`config.mk`:
```
export PLATFORM = sky130hd
export DESIGN_NAME = serial_subtractor_flat
export DESIGN_NICKNAME = d
export VERILOG_FILES = /design/src/rtl/serial_subtractor_if.sv /design/src/rtl/serial_subtractor.sv /design/src/flat_wrapper.sv
export SDC_FILE = /design/constraint.sdc
export NUM_CORES = 1
export LEC_CHECK = 0
export BUFFER_PORTS_ARGS = -buffer_cell sky130_fd_sc_hd__clkbuf_2
export CAP_MARGIN = 20
export CORE_MARGIN = 1.5
export CORE_UTILIZATION = 57
export CTS_BUF_LIST = sky130_fd_sc_hd__clkbuf_8
export DETAILED_ROUTE_END_ITERATION = 6
export GPL_TIMING_DRIVEN = 0
export PLACE_DENSITY_LB_ADDON = 0.15
export RECOVER_POWER = 25
export SLEW_MARGIN = 20
export SYNTH_ARGS = -nofsm -noshare
export SYNTH_HDL_FRONTEND = slang
export SYNTH_SLANG_ARGS = --single-unit
```
`constraint.sdc`:
```
create_clock -name clk -period 1.9 [get_ports clk]
set_input_delay 0.285 -clock clk [delete_from_list [all_inputs] [get_ports clk]]
set_output_delay 0.285 -clock clk [all_outputs]
set_load 0.02 [all_outputs]
```
`src/rtl/serial_subtractor_if.sv`:
```
// serial_subtractor_if: operand/result bundle for the bit-serial subtractor.
//   start        request, accepted on an edge where ready = 1
//   num1, num2   minuend / subtrahend, N bits, sampled on the accepting edge
//   ready        high while the subtractor is idle
//   diff         (num1 - num2) mod 2^N, registered
//   borrow       1 iff num1 < num2, registered
//   valid        one-cycle completion pulse
// master: requester side; slave: the subtractor.
interface serial_subtractor_if #(
   parameter int unsigned N = 5
) ();

   logic         start;
   logic [N-1:0] num1;
   logic [N-1:0] num2;
   logic         ready;
   logic [N-1:0] diff;
   logic         borrow;
   logic         valid;

   modport master (
      output start, num1, num2,
      input  ready, diff, borrow, valid
   );

   modport slave (
      input  start, num1, num2,
      output ready, diff, borrow, valid
   );

endinterface

```
`src/rtl/serial_subtractor.sv`:
```
// serial_subtractor: bit-serial N-bit unsigned subtractor, LSB first, one full-subtractor
// cell and a single borrow flop. Result appears N edges after the accepting edge.
//   clk     rising-edge clock
//   rst     asynchronous active-high reset
//   bus_io  serial_subtractor_if slave port (start/num1/num2 in, ready/diff/borrow/valid out)
// The N parameter must match the N of the connected interface instance.
module serial_subtractor #(
   parameter int unsigned N = 5
) (
   input logic                 clk,
   input logic                 rst,
   serial_subtractor_if.slave  bus_io
);

   localparam int unsigned CntW = (N > 1) ? $clog2(N) : 1;
   localparam logic [CntW-1:0] LastCnt = CntW'(N - 1);

   typedef enum logic [1:0] {
      StIdle,
      StRun,
      StDone
   } state_e;

   state_e          state_q, state_d;
   logic [N-1:0]    a_q, a_d;
   logic [N-1:0]    b_q, b_d;
   logic            br_q, br_d;
   logic [CntW-1:0] cnt_q, cnt_d;
   logic [N-1:0]    res_q, res_d;
   logic [N-1:0]    diff_q, diff_d;
   logic            borrow_q, borrow_d;

   logic            bit_d;
   logic            br_next;

   always_ff @(posedge clk or posedge rst) begin
      if (rst) begin
         state_q  <= StIdle;
         a_q      <= '0;
         b_q      <= '0;
         br_q     <= 1'b0;
         cnt_q    <= '0;
         res_q    <= '0;
         diff_q   <= '0;
         borrow_q <= 1'b0;
      end else begin
         state_q  <= state_d;
         a_q      <= a_d;
         b_q      <= b_d;
         br_q     <= br_d;
         cnt_q    <= cnt_d;
         res_q    <= res_d;
         diff_q   <= diff_d;
         borrow_q <= borrow_d;
      end
   end

   always_comb begin
      state_d  = state_q;
      a_d      = a_q;
      b_d      = b_q;
      br_d     = br_q;
      cnt_d    = cnt_q;
      res_d    = res_q;
      diff_d   = diff_q;
      borrow_d = borrow_q;

      // Full-subtractor cell on the current LSBs.
      bit_d   = a_q[0] ^ b_q[0] ^ br_q;
      br_next = (~a_q[0] & b_q[0]) | (~(a_q[0] ^ b_q[0]) & br_q);

      unique case (state_q)
         StIdle: begin
            if (bus_io.start) begin
               a_d     = bus_io.num1;
               b_d     = bus_io.num2;
               br_d    = 1'b0;
               cnt_d   = '0;
               state_d = StRun;
            end
         end
         StRun: begin
            // Bits enter at the MSB; after N shifts bit 0 has reached position 0.
            res_d = {bit_d, res_q[N-1:1]};
            a_d   = a_q >> 1;
            b_d   = b_q >> 1;
            br_d  = br_next;
            if (cnt_q == LastCnt) begin
               diff_d   = {bit_d, res_q[N-1:1]};
               borrow_d = br_next;
               state_d  = StDone;
            end else begin
               // Held at N-1 on the last bit so the counter never wraps.
               cnt_d = cnt_q + CntW'(1);
            end
         end
         StDone: begin
            state_d = StIdle;
         end
         default: begin
            state_d = StIdle;
         end
      endcase
   end

   assign bus_io.ready  = (state_q == StIdle);
   assign bus_io.valid  = (state_q == StDone);
   assign bus_io.diff   = diff_q;
   assign bus_io.borrow = borrow_q;

endmodule

```
`src/flat_wrapper.sv`:
```
// flat-port wrapper written by rule: the top's interface ports become plain ports
module serial_subtractor_flat 
#(
   parameter int unsigned N = 5
)
  (clk, rst, bus_io_start, bus_io_num1, bus_io_num2, bus_io_ready, bus_io_diff, bus_io_borrow, bus_io_valid);
  serial_subtractor_if #(.N(N)) bus_io_i ();
  input logic clk;
  input logic rst;
  input wire logic [$bits(bus_io_i.start)-1:0] bus_io_start;
  input wire logic [$bits(bus_io_i.num1)-1:0] bus_io_num1;
  input wire logic [$bits(bus_io_i.num2)-1:0] bus_io_num2;
  output wire logic [$bits(bus_io_i.ready)-1:0] bus_io_ready;
  output wire logic [$bits(bus_io_i.diff)-1:0] bus_io_diff;
  output wire logic [$bits(bus_io_i.borrow)-1:0] bus_io_borrow;
  output wire logic [$bits(bus_io_i.valid)-1:0] bus_io_valid;
  assign bus_io_i.start = bus_io_start;
  assign bus_io_i.num1 = bus_io_num1;
  assign bus_io_i.num2 = bus_io_num2;
  assign bus_io_ready = bus_io_i.ready;
  assign bus_io_diff = bus_io_i.diff;
  assign bus_io_borrow = bus_io_i.borrow;
  assign bus_io_valid = bus_io_i.valid;
  serial_subtractor #(.N(N)) u_core (.clk(clk), .rst(rst), .bus_io(bus_io_i));
endmodule
```
* Word-level counts from Yosys, hierarchy flattened
Index checks and enable logic that the tools add are counted.
W data, S select, Z words.
** Word-level totals
- Flip-flop bits (word level) :: 27
- Output and inout port bits :: 8
- Logic and storage cells :: 40
** Cells by class
- $add $sub $neg :: 1
- Eq/ne operators :: 6
- Muxes and demuxes :: 12
- Bitwise gates (word level) :: 7
- Reduce and logical (&&, ||, !) cells :: 6
** Operator list (count)
- $pmux W5 S2 :: 2
- $mux W5 :: 2
- $mux W3 :: 2
- $pmux W3 S2 :: 1
- $reduce_and A2 Y1 :: 3
- $mux W2 :: 2
- $ne A2 B2 Y1 const B :: 2
- $pmux W2 S2 :: 1
- $add A3 B1 Y3 const B :: 1
- $eq A3 B3 Y1 const B :: 1
- $reduce_and A3 Y1 :: 1
- $and A1 B1 Y1 :: 2
- $eq A2 B1 Y1 const B :: 1
- $eq A2 B2 Y1 const B :: 1
- $logic_not A2 Y1 :: 1
- $ne A2 B1 Y1 const B :: 1
- $not A1 Y1 :: 2
- $pmux W1 S2 :: 1
- $reduce_bool A2 Y1 :: 1
- $xor A1 B1 Y1 :: 2
- $mux W1 :: 1
- $or A1 B1 Y1 :: 1

* Longest topological paths before layout
- Depth after elaboration :: 5
- Mapped depth :: 5
- Depth with buffers taken out :: 5

* Worst setup path after synthesis
OpenSTA, ideal clock, no wires.
- Path kind :: reg-to-reg
- From :: register u_core.cnt_q[0]
- To :: register u_core.cnt_q[1]
- Arrival :: 1191 ps
- Data required time :: 1779 ps
- Slack :: 588 ps
- Stages on the path, launching flop included :: 6
- Buffers on the path :: 0
- Clock period less this slack :: 1312 ps
- Path through :: dfrtp_1 -> inv_1 -> ha_1 -> a21oi_1 -> a32o_1 -> a22o_1
** Between the ends
- Cells in the longest elaborated chain, start to end :: 3
- Elaborated cells between the ends (all ways) :: 6
- Classes of those cells :: add/sub (1); eq/ne (2); mux (2); reduce/logical (1)
** Ends and longest elaborated chain
- start: declaration :: line serial_subtractor.sv:28 : logic [CntW-1:0] cnt_q, cnt_d;
- start signal: assignment :: line serial_subtractor.sv:51 : cnt_q <= cnt_d;
- $add A3 B1 Y3 or $eq A3 B3 Y1 (tied branches) :: line serial_subtractor.sv:94, serial_subtractor.sv:88
- $mux W3 or $ne A2 B2 Y1 (tied branches)
- $pmux W3 S2 or $reduce_and A3 Y1 (tied branches)
Parallel ways exist; a longest one is shown, timed or not. The select of a mux whose other input is x is not followed.
A chain may end at the register's enable or synchronous reset.

* Final worst setup path
- From :: register u_core.state_q[1]
- To :: output bus_io_ready
** Between the ends
- Cells in the longest elaborated chain, start to end :: 1
** Ends and longest elaborated chain
- start: declaration :: line serial_subtractor.sv:24 : state_e state_q, state_d;
- start signal: assignment :: line serial_subtractor.sv:38 : state_q <= StIdle;
- start signal: assignment :: line serial_subtractor.sv:47 : state_q <= state_d;
- $logic_not A2 Y1 :: line serial_subtractor.sv:106 : assign bus_io.ready = (state_q == StIdle);
- end: declaration :: line flat_wrapper.sv:13 : output wire logic [$bits(bus_io_i.ready)-1:0] bus_io_ready;
No other way between the ends.

==> flow_metrics.py <==
metrics = {
    "outcome": {
        "outcome": "completed",
    },
    "drt": {
        "wl_um": 2090,
        "wl_per_cell_um": 13.7,
        "vias_per_cell": 5.60,
        "first_pass_iters": 4,
        "dr.first_iter.drc_count": 18,
        "ant_nets": 0,
        "num_vias": 851,
        "drc": 0,
    },
    "setup_path": {
        "r2r_start": "u_core.cnt_q[0]",
        "reg2reg_depth": 5,
        "cp.required_ns": 1.62,
        "worstSetupPathType": "flip-flop to primary output",
        "rrSetupSlack_ns": 0.45,
        "rr_endpoint": "u_core.cnt_q[1]",
        "end_kind": "primary output",
        "start_kind": "flip-flop",
        "path_max_fanout": 10,
        "worst_ep_arrival_time_ns": 1.31,
    },
    "power_and_ir_drop": {
        "p_clk_frac": 0.176,
        "switchingPower_mw": 0.903,
        "combPwrFrac": 0.456,
        "leakage_nw": 0.742,
        "seq_power_share": 0.368,
        "finalPower_mw": 2.57,
        "ir_drop_mv": 0.908,
        "p_int_mw": 1.66,
        "power_density_nw_per_um2": 1790,
        "netSwitchingFraction": 0.352,
    },
    "cells_and_area": {
        "nFillCells": 141,
        "area_delta_synth_final_pct": 16.7,
        "drive_gt1_frac": 0.352,
        "final_util": 0.716,
        "layout.nets": 142,
        "diodes": 0,
    },
    "floorplanning": {
        "io_pins": 21,
        "fp.dieW_um": 49.4,
        "start_util": 0.614,
        "dieArea_um2": 2440,
        "core_area_um2": 2000,
        "std_cell_rows": 16,
        "die_height_um": 49.4,
    },
    "clock_network": {
        "post_cts_resized": 0,
        "cts_tree": "done",
        "cts_setup_buffers": 0,
        "root_buffer": "clkbuf_8",
        "holdBufCountCts": 0,
        "cts_made_buffers": 3,
        "clock_latency_ns": 0.27,
        "cts_sinks": 26,
        "clk_pin_slew_ns": 0.09,
        "cts-htree-levels": 1,
        "clockBufferDepth": 2,
    },
    "place": {
        "preCtsSetupSlack_ns": 0.463,
        "gp_congestion": 0.711,
        "dp_hpwl_um": 1510,
        "io_buffers": 20,
    },
    "yosys": {
        "ys_warn_count": 0,
        "syn-num-nets": 117,
        "syn_area_um2": 1230,
        "synth-seq-cells": 26,
        "synthCells": 101,
        "yosysSeqAreaShare": 0.530,
        "syn_area_per_cell_um2": 12.2,
        "ys_types": 25,
    },
    "timing": {
        "rsz0062_at_grt": "no",
        "setup_viol": 0,
        "hold_viol": 0,
        "drv_slew": 0,
        "fmaxAchievable_ghz": 0.626,
        "fin_skew_ns": 0.00439,
        "slew-limit-headroom": 0.373,
        "min_period_ns": 1.60,
        "fin_tns_setup_ns": 0,
        "period_share": 0.840,
        "worst_pin_slew_ns": 0.939,
        "final.setup.worst_slack_ns": 0.304,
    },
    "global_route": {
        "grt_pass1_wl_um": 3670,
        "antenna_found_initial": 0,
        "grtUsageTotal": 0.198,
        "grt-ovfl-total": 0,
        "grt_pass1_vias": 839,
        "grt_max_degree": 27,
    },
    "job": {
        "drv_cap": 0,
    },
    "hold_path": {
        "min-delay-path-class": "primary input to asynchronous set/reset pin",
    },
}
==> sequential cells by signal (all words and copies together), names as in the netlist <==
signal / flops
u_core.a_q: 5
u_core.b_q: 5
u_core.br_q: 1
u_core.bus_io.borrow: 1
u_core.bus_io.diff: 5
u_core.cnt_q: 3
u_core.res_q: 4
u_core.state_q: 2
==> layout make-up <==
type                    count  area, um2  area share
plain buffers               7       58.8      0.0410
clock buffers               3       41.3      0.0288
clock inverters             1       30.0      0.0209
inverters                   9       33.8      0.0236
multi-input cells          59        485       0.339
flip-flops and latches     26        651       0.454
well taps                  27       33.8      0.0236
repair buffers             20        100      0.0698
==> cell usage after synthesis <==
master / number / share of area
nor2b_4: 2 / 0.022
o21ai_0: 9 / 0.037
mux2_4: 4 / 0.049
o21ai_1: 1 / 0.0041
ha_1: 2 / 0.020
a22o_1: 2 / 0.014
buf_4: 2 / 0.012
inv_1: 9 / 0.027
mux2_2: 5 / 0.046
a31oi_1: 1 / 0.0051
a41o_1: 1 / 0.0081
a32o_1: 3 / 0.024
and3b_1: 1 / 0.0071
a21oi_1: 4 / 0.016
a22oi_1: 7 / 0.043
nor2_1: 2 / 0.0061
nand2_1: 10 / 0.031
buf_6: 3 / 0.027
dfrtp_1: 26 / 0.53
and3_1: 1 / 0.0051
a21o_1: 1 / 0.0061
nand4b_4: 1 / 0.019
fa_1: 1 / 0.016
buf_2: 2 / 0.0081
o21bai_4: 1 / 0.015
==> cell usage in the layout (no fill, tap or decap), drive strengths merged <==
cell    instances
a21o            1
a21oi           4
a22o            2
a22oi           7
a31oi           1
a32o            3
a41o            1
and3            1
and3b           1
buf             7
bufinv          1
clkbuf         23
dfrtp          26
fa              1
ha              2
inv             9
mux2            9
nand2          10
nand4b          1
nor2            2
nor2b           2
o21ai          10
o21bai          1
==> worst max-delay path, cell delays in order (launching register included) <==
cell and delay (ns):
dfrtp_1 0.46, buf_4 0.20, nor2_1 0.18, clkbuf_2 0.20
==> metrics by stage <==
stage | std cells | hold WS (ns) | cell area (um2)
finish | 152 | 0.190 | 1430
global route | 152 | 0.265 | 1430
CTS | 152 | 0.224 | 1430
detailed placement | 148 | 0.470 | 1360
global placement | 148 | 0.464 | 1360
floorplan | 101 | 0.325 | 1230
==> routing by layer <==
layer	vias to the layer above	part of all wire	track usage
met5	-	0	0
met4	0	0.019	0.0833
met3	5	0.028	0.0276
met2	15	0.51	0.345
met1	432	0.45	0.246
li1	399	-	-
==> cell families (layout without fill, tap and decap cells) <==
family          Yosys count  count (layout)  share of synthesized area
buf+inv                  16              40                     0.0753
mux                       9               9                     0.0947
simple gates             17              17                     0.0906
fa+ha+maj                 3               3                     0.0367
flops                    26              26                      0.530
compound gates           30              30                      0.173
==> power by group through the flow <==
stage,sequential [mW],combinational (mW),clock (mW)
final,0.945,1.17,0.451
after global routing,0.978,1.30,0.484
after global placement,0.944,1.15,0
after detailed placement,0.956,1.18,0
after CTS,0.947,1.19,0.461
after floorplan,1.00,0.866,0
==> worst max-delay path by stage <==
stage | startpoint | endpoint | slack, ns | cells after the start
final | u_core.state_q[1] | bus_io_ready | 0.30 | 3
after global routing | u_core.state_q[1] | bus_io_valid | 0.21 | 4
after CTS | u_core.state_q[1] | bus_io_valid | 0.30 | 4
after detailed placement | u_core.cnt_q[0] | u_core.bus_io.diff[0] | 0.46 | 4
after global placement | u_core.cnt_q[0] | u_core.bus_io.diff[4] | 0.47 | 4
after floorplan | u_core.cnt_q[0] | u_core.cnt_q[1] | 0.59 | 5
Note: power is estimated with default switching activity, not from simulation.
